[src/rtl/usb_tx_arbiter_if.sv]
// Handshake bundle between the USB TX arbiter, its two requesters (wave FIFO, cmdproc)
// and the USB write port. The arbiter connects through the slave modport.
interface usb_tx_arbiter_if #(
    parameter int unsigned COUNT_W = 12
);
    logic               en;
    logic [COUNT_W-1:0] wave_count;
    logic [15:0]        wave_data;
    logic               wave_rd;
    logic               rsp_req;
    logic [15:0]        rsp_code;
    logic               full;
    logic               wr;
    logic [15:0]        wr_data;
    logic               rsp_drop;
    logic               busy;
    logic [15:0]        pkt_cnt;

    modport master (
        output en, wave_count, wave_data, rsp_req, rsp_code, full,
        input  wave_rd, wr, wr_data, rsp_drop, busy, pkt_cnt
    );

    modport slave (
        input  en, wave_count, wave_data, rsp_req, rsp_code, full,
        output wave_rd, wr, wr_data, rsp_drop, busy, pkt_cnt
    );
endinterface

[src/rtl/usb_tx_arbiter.sv]
// Packetising arbiter sharing the 16-bit USB write path between wave bursts and
// command responses; responses win only at packet boundaries.
module usb_tx_arbiter #(
    parameter int unsigned WAVE_BURST = 256,
    parameter int unsigned COUNT_W    = 12,
    parameter logic [15:0] HDR_WAVE   = 16'hA55A,
    parameter logic [15:0] HDR_RSP    = 16'h5AA5
) (
    input logic clk,
    input logic rst,
    usb_tx_arbiter_if.slave bus
);
    localparam logic [COUNT_W-1:0] BURST = COUNT_W'(WAVE_BURST);

    // Headers are registered on the IDLE exit edge; RSP_C/RSP_N name the word still owed.
    typedef enum logic [1:0] {IDLE, RSP_C, RSP_N, WAVE_D} state_t;

    state_t             state, state_nxt;
    logic               rsp_pend;
    logic [15:0]        rsp_code_q;
    logic [COUNT_W-1:0] rd_left, wr_left;
    logic               rd_d1;
    logic               wr_q;
    logic [15:0]        wr_data_q;
    logic               drop_q;
    logic [15:0]        pkt_cnt_q;

    logic               wr_nxt;
    logic [15:0]        data_nxt;
    logic               load_burst;
    logic               rsp_clr;
    logic               pkt_done;
    logic               rd;

    always_comb begin
        state_nxt  = state;
        wr_nxt     = 1'b0;
        data_nxt   = wr_data_q;
        load_burst = 1'b0;
        rsp_clr    = 1'b0;
        pkt_done   = 1'b0;
        rd         = 1'b0;
        case (state)
            IDLE: begin
                if (rsp_pend && !bus.full) begin
                    wr_nxt    = 1'b1;
                    data_nxt  = HDR_RSP;
                    state_nxt = RSP_C;
                end else if (!rsp_pend && bus.en && bus.wave_count >= BURST && !bus.full) begin
                    wr_nxt     = 1'b1;
                    data_nxt   = HDR_WAVE;
                    load_burst = 1'b1;
                    state_nxt  = WAVE_D;
                end
            end
            RSP_C: begin
                if (!bus.full) begin
                    wr_nxt    = 1'b1;
                    data_nxt  = rsp_code_q;
                    rsp_clr   = 1'b1;
                    state_nxt = RSP_N;
                end
            end
            RSP_N: begin
                // The output register still holds the code, so a response latched
                // during RSP_C exit cannot corrupt the inverted copy.
                if (!bus.full) begin
                    wr_nxt    = 1'b1;
                    data_nxt  = ~wr_data_q;
                    pkt_done  = 1'b1;
                    state_nxt = IDLE;
                end
            end
            WAVE_D: begin
                rd = !bus.full && (rd_left != '0);
                if (rd_d1) begin
                    wr_nxt   = 1'b1;
                    data_nxt = bus.wave_data;
                    if (wr_left == COUNT_W'(1)) begin
                        pkt_done  = 1'b1;
                        state_nxt = IDLE;
                    end
                end
            end
            default: state_nxt = IDLE;
        endcase
    end

    always_ff @(posedge clk) begin
        if (rst) begin
            state      <= IDLE;
            wr_q       <= 1'b0;
            wr_data_q  <= '0;
            drop_q     <= 1'b0;
            pkt_cnt_q  <= '0;
            rsp_pend   <= 1'b0;
            rsp_code_q <= '0;
            rd_left    <= '0;
            wr_left    <= '0;
            rd_d1      <= 1'b0;
        end else begin
            state     <= state_nxt;
            wr_q      <= wr_nxt;
            wr_data_q <= data_nxt;
            rd_d1     <= rd;
            if (load_burst) begin
                rd_left <= BURST;
                wr_left <= BURST;
            end else begin
                if (rd)    rd_left <= rd_left - 1'b1;
                if (rd_d1) wr_left <= wr_left - 1'b1;
            end
            if (pkt_done) pkt_cnt_q <= pkt_cnt_q + 16'd1;
            drop_q <= bus.rsp_req && rsp_pend && !rsp_clr;
            if (bus.rsp_req && (!rsp_pend || rsp_clr)) begin
                rsp_pend   <= 1'b1;
                rsp_code_q <= bus.rsp_code;
            end else if (rsp_clr) begin
                rsp_pend <= 1'b0;
            end
        end
    end

    assign bus.wave_rd  = rd;
    assign bus.wr       = wr_q;
    assign bus.wr_data  = wr_data_q;
    assign bus.rsp_drop = drop_q;
    assign bus.busy     = (state != IDLE);
    assign bus.pkt_cnt  = pkt_cnt_q;
endmodule

[src/flat_wrapper.sv]
// flat-port wrapper written by rule: the top's interface ports become plain ports
module usb_tx_arbiter_flat 
#(
    parameter int unsigned WAVE_BURST = 256,
    parameter int unsigned COUNT_W    = 12,
    parameter logic [15:0] HDR_WAVE   = 16'hA55A,
    parameter logic [15:0] HDR_RSP    = 16'h5AA5
)
  (clk, rst, bus_en, bus_wave_count, bus_wave_data, bus_rsp_req, bus_rsp_code, bus_full, bus_wave_rd, bus_wr, bus_wr_data, bus_rsp_drop, bus_busy, bus_pkt_cnt);
  usb_tx_arbiter_if #(.COUNT_W(COUNT_W)) bus_i ();
  input logic clk;
  input logic rst;
  input wire logic [$bits(bus_i.en)-1:0] bus_en;
  input wire logic [$bits(bus_i.wave_count)-1:0] bus_wave_count;
  input wire logic [$bits(bus_i.wave_data)-1:0] bus_wave_data;
  input wire logic [$bits(bus_i.rsp_req)-1:0] bus_rsp_req;
  input wire logic [$bits(bus_i.rsp_code)-1:0] bus_rsp_code;
  input wire logic [$bits(bus_i.full)-1:0] bus_full;
  output wire logic [$bits(bus_i.wave_rd)-1:0] bus_wave_rd;
  output wire logic [$bits(bus_i.wr)-1:0] bus_wr;
  output wire logic [$bits(bus_i.wr_data)-1:0] bus_wr_data;
  output wire logic [$bits(bus_i.rsp_drop)-1:0] bus_rsp_drop;
  output wire logic [$bits(bus_i.busy)-1:0] bus_busy;
  output wire logic [$bits(bus_i.pkt_cnt)-1:0] bus_pkt_cnt;
  assign bus_i.en = bus_en;
  assign bus_i.wave_count = bus_wave_count;
  assign bus_i.wave_data = bus_wave_data;
  assign bus_i.rsp_req = bus_rsp_req;
  assign bus_i.rsp_code = bus_rsp_code;
  assign bus_i.full = bus_full;
  assign bus_wave_rd = bus_i.wave_rd;
  assign bus_wr = bus_i.wr;
  assign bus_wr_data = bus_i.wr_data;
  assign bus_rsp_drop = bus_i.rsp_drop;
  assign bus_busy = bus_i.busy;
  assign bus_pkt_cnt = bus_i.pkt_cnt;
  usb_tx_arbiter #(.WAVE_BURST(WAVE_BURST), .COUNT_W(COUNT_W), .HDR_WAVE(HDR_WAVE), .HDR_RSP(HDR_RSP)) u_core (.clk(clk), .rst(rst), .bus(bus_i));
endmodule
[config.mk]
export PLATFORM = sky130hd
export DESIGN_NAME = usb_tx_arbiter_flat
export DESIGN_NICKNAME = d
export VERILOG_FILES = /design/src/rtl/usb_tx_arbiter_if.sv /design/src/rtl/usb_tx_arbiter.sv /design/src/flat_wrapper.sv
export SDC_FILE = /design/constraint.sdc
export NUM_CORES = 1
export LEC_CHECK = 0
export ABC_AREA = 1
export CAP_MARGIN = 20
export CELL_PAD_IN_SITES_DETAIL_PLACEMENT = 2
export CELL_PAD_IN_SITES_GLOBAL_PLACEMENT = 2
export CORE_MARGIN = 2
export CORE_UTILIZATION = 29
export DETAILED_ROUTE_END_ITERATION = 8
export GPL_TIMING_DRIVEN = 1
export PLACE_DENSITY = 0.81
export SKIP_LAST_GASP = 1
export SLEW_MARGIN = 25
export SYNTH_ARGS = -nofsm -noshare
export SYNTH_HDL_FRONTEND = slang
export SYNTH_SLANG_ARGS = --single-unit
[constraint.sdc]
create_clock -name clk -period 5.3 [get_ports clk]
set_clock_uncertainty 0.1 [all_clocks]
set_input_delay 0.795 -clock clk [delete_from_list [all_inputs] [get_ports clk]]
set_output_delay 0.795 -clock clk [all_outputs]
set_load 0.02 [all_outputs]
==> metrics.txt <==
Initial Util 0.294; wire length on met1 6.08 mm; setup_tns 0 ps; mapped cell area 4040 um^2; Least-Margin Pin Slew about 830 ps; post-DR vias/cell 4.90; CP max-delay cell ha_1; Final Cycle Share 0.725; first-pass GRT wire length around 22 mm; gr ovfl total 0; most frequent cells in the layout nor2_1, nand2_1, dfxtp_1; CTS resizes 0; clock latency on the worst-skew pair 340 ps; Worst-path clk slew around 60 ps; layout cells sized above 1 0.0380; H-tree level count 3; Post-Route WL 13.4 mm; Net Count, Synth around 670; postcts setup bufs 0; crit path capture bus_wave_rd; clock sink count 78; Rows 43; reg2reg path depth 8; Hold Buf Count CTS 0; wire per inst around 16 um; Antenna Cells 0; Final #Nets between 700 and 800; Die Span X 122 um; buffer depth of the longest clock path 2; Worst Path Class, Setup reg -> out; Area Growth Syn to Fin 28.4%; initial antenna violation count 0; most common cell after layout, fill and taps aside nor2_1; Worst Path Max Fanout 19; design area between 5000 and 6000 um^2; worst r2r dst u_core.rsp_code_q[11]$_SDFFE_PP0P_; Worst path max stage delay 660 ps; total CTS buffers 9; max_cap viols 0; I/O pin cnt 85; r2r startpoint u_core.state[1]$_SDFFE_PP0P_; drt pass-1 iters 4; area of the multi-input gates around 2100 um^2; Final Critical Period 3840 ps; Avg Cell Area, Syn 6.58 um^2; crit path launch u_core.state[0]$_SDFFE_PP0P_; sequential area share after synthesis 0.387; WP data arrival approximately 3000 ps; placed instance area ~4900 um^2; die area roughly 15000 um^2; final slew viol count 0; Distinct cells, synth 32; worst-case vdd ir drop about 0.18 mV; gpl congestion between 0.8 and 0.9; drt first-iter violations slightly above 70; clock tree root buffer cell clkbuf_16; vias in the first global route 4667; CP Data Required Time 4410 ps; largest net degree at the start of global routing 41; dpl hpwl approximately 9.9 mm; Pleak about 2.1 nW; Worst setup SP type flop; Core ar. approximately 14000 um^2; CTS tree yes; WL met2 around 6.8 mm; Top Metal Used met4; max frequency ~0.26 GHz; fill count approximately 1.7k; register-to-register setup slack 2480 ps; Worst setup EP type output port; vias roughly 4.2k; outcome finished, final reports clean; met3 WL 378 um; IO buf count 76; Die Height approximately 120 um; Design Power 0.00208 W; Final ANT Viol Nets 0; max_slew headroom 0.449; gr usage total 0.191; Reg area around 1600 um^2; Final Hold Fails 0; Yosys Warn Count 0; # setup viols final 0; pwr dens approximately 400 nW/um^2; worst min path class reg -> reg; Yosys reg bits 78; drc violations 0; RSZ-0062 raised after global routing false; cell count after synthesis ~610; crit path cell chain ha_1 > inv_1 > nor2_1 > nand2_2 > inv_2 > clkdlybuf4s50_1
-- area by class of cell --
cell class,count,share of cell area
clock buffer,14,0.0509
clock inverter,1,0.000965
inverter,68,0.0492
multi-input combinational,445,0.403
sequential,78,0.301
tap,180,0.0434
timing repair buffer,79,0.151
-- critical path: cells and delay by family (launching register included) --
kind / cells / cell delay [ps]
simple gates: 2 / 600
flops: 1 / 360
fa+ha+maj: 1 / 660
buf+inv: 3 / 980
-- layer usage --
layer,track usage,vias to the layer above
met4,0.0647,0
li1,-,2089
met3,0.0295,13
met5,0,-
met2,0.346,62
met1,0.229,2073
-- power by group --
part           internal [W]  switching (W)
combinational      0.000285       0.000483
sequential         0.000666      0.0000628
clock              0.000340       0.000241
-- flip-flops by register name, summed over array words and instances, names as in the netlist --
signal               count
u_core.bus.wr            1
u_core.bus.wr_data      16
u_core.rsp_pend          1
u_core.bus.rsp_drop      1
u_core.bus.pkt_cnt      16
u_core.state             2
u_core.rd_d1             1
u_core.rd_left          12
u_core.wr_left          12
u_core.rsp_code_q       16
-- logic make-up after synthesis --
group                      after synthesis  synth area share
DFF                                     78             0.387
AOI/OAI and AO/OA                      136             0.179
buffers and inverters                   90            0.0955
adders and majority gates               10            0.0310
xor gates and xnor gates                 6            0.0130
and+or+nand+nor                        293             0.294
-- synth_stat cells --
cell / count / area (um^2)
o211ai_1: 4 / 30.0
a21oi_4: 1 / 16.3
and2_1: 1 / 6.26
nor2_1: 124 / 465
inv_1: 64 / 240
nor3b_2: 1 / 12.5
clkbuf_1: 9 / 33.8
o21ai_0: 44 / 220
nand4_1: 6 / 37.5
buf_4: 3 / 22.5
ha_1: 10 / 125
buf_6: 4 / 45.0
nor3b_1: 1 / 7.51
or2_2: 1 / 6.26
xor2_1: 5 / 43.8
dfxtp_1: 78 / 1560
nand2_2: 2 / 12.5
nand2_1: 122 / 458
buf_2: 5 / 25.0
xnor2_1: 1 / 8.76
o21ai_1: 2 / 10.0
nor2_2: 3 / 18.8
inv_2: 3 / 11.3
buf_1: 1 / 3.75
nand3b_1: 1 / 7.51
a21oi_1: 76 / 380
a31oi_1: 1 / 6.26
clkinv_1: 1 / 3.75
a21boi_0: 7 / 52.6
a221oi_1: 1 / 8.76
nor3_1: 7 / 35.0
nand3_1: 24 / 120
-- per-stage QoR --
step                      utilization  hold slack, ps  std cells  setup slack (ps)
after floorplan                     -             324        613              3140
after global placement          0.358             335        850              1630
after detailed placement        0.358             346        850              1530
after CTS                       0.378             356        865              1360
after global routing            0.378             376        865              1200
final                           0.378             348        865              1460
-- worst min path at each step --
stage / startpoint / end / cells after the start
global route: u_core.rsp_code_q[4]$_SDFFE_PP0P_ / u_core.rsp_code_q[4]$_SDFFE_PP0P_ / 2
global placement: u_core.rsp_code_q[10]$_SDFFE_PP0P_ / u_core.rsp_code_q[10]$_SDFFE_PP0P_ / 2
finish: u_core.rsp_code_q[4]$_SDFFE_PP0P_ / u_core.rsp_code_q[4]$_SDFFE_PP0P_ / 2
floorplan: u_core.rsp_code_q[10]$_SDFFE_PP0P_ / u_core.rsp_code_q[10]$_SDFFE_PP0P_ / 2
CTS: u_core.rsp_code_q[4]$_SDFFE_PP0P_ / u_core.rsp_code_q[4]$_SDFFE_PP0P_ / 2
detailed placement: u_core.rsp_code_q[4]$_SDFFE_PP0P_ / u_core.rsp_code_q[4]$_SDFFE_PP0P_ / 2
Note: power is estimated with default switching activity, not from simulation.
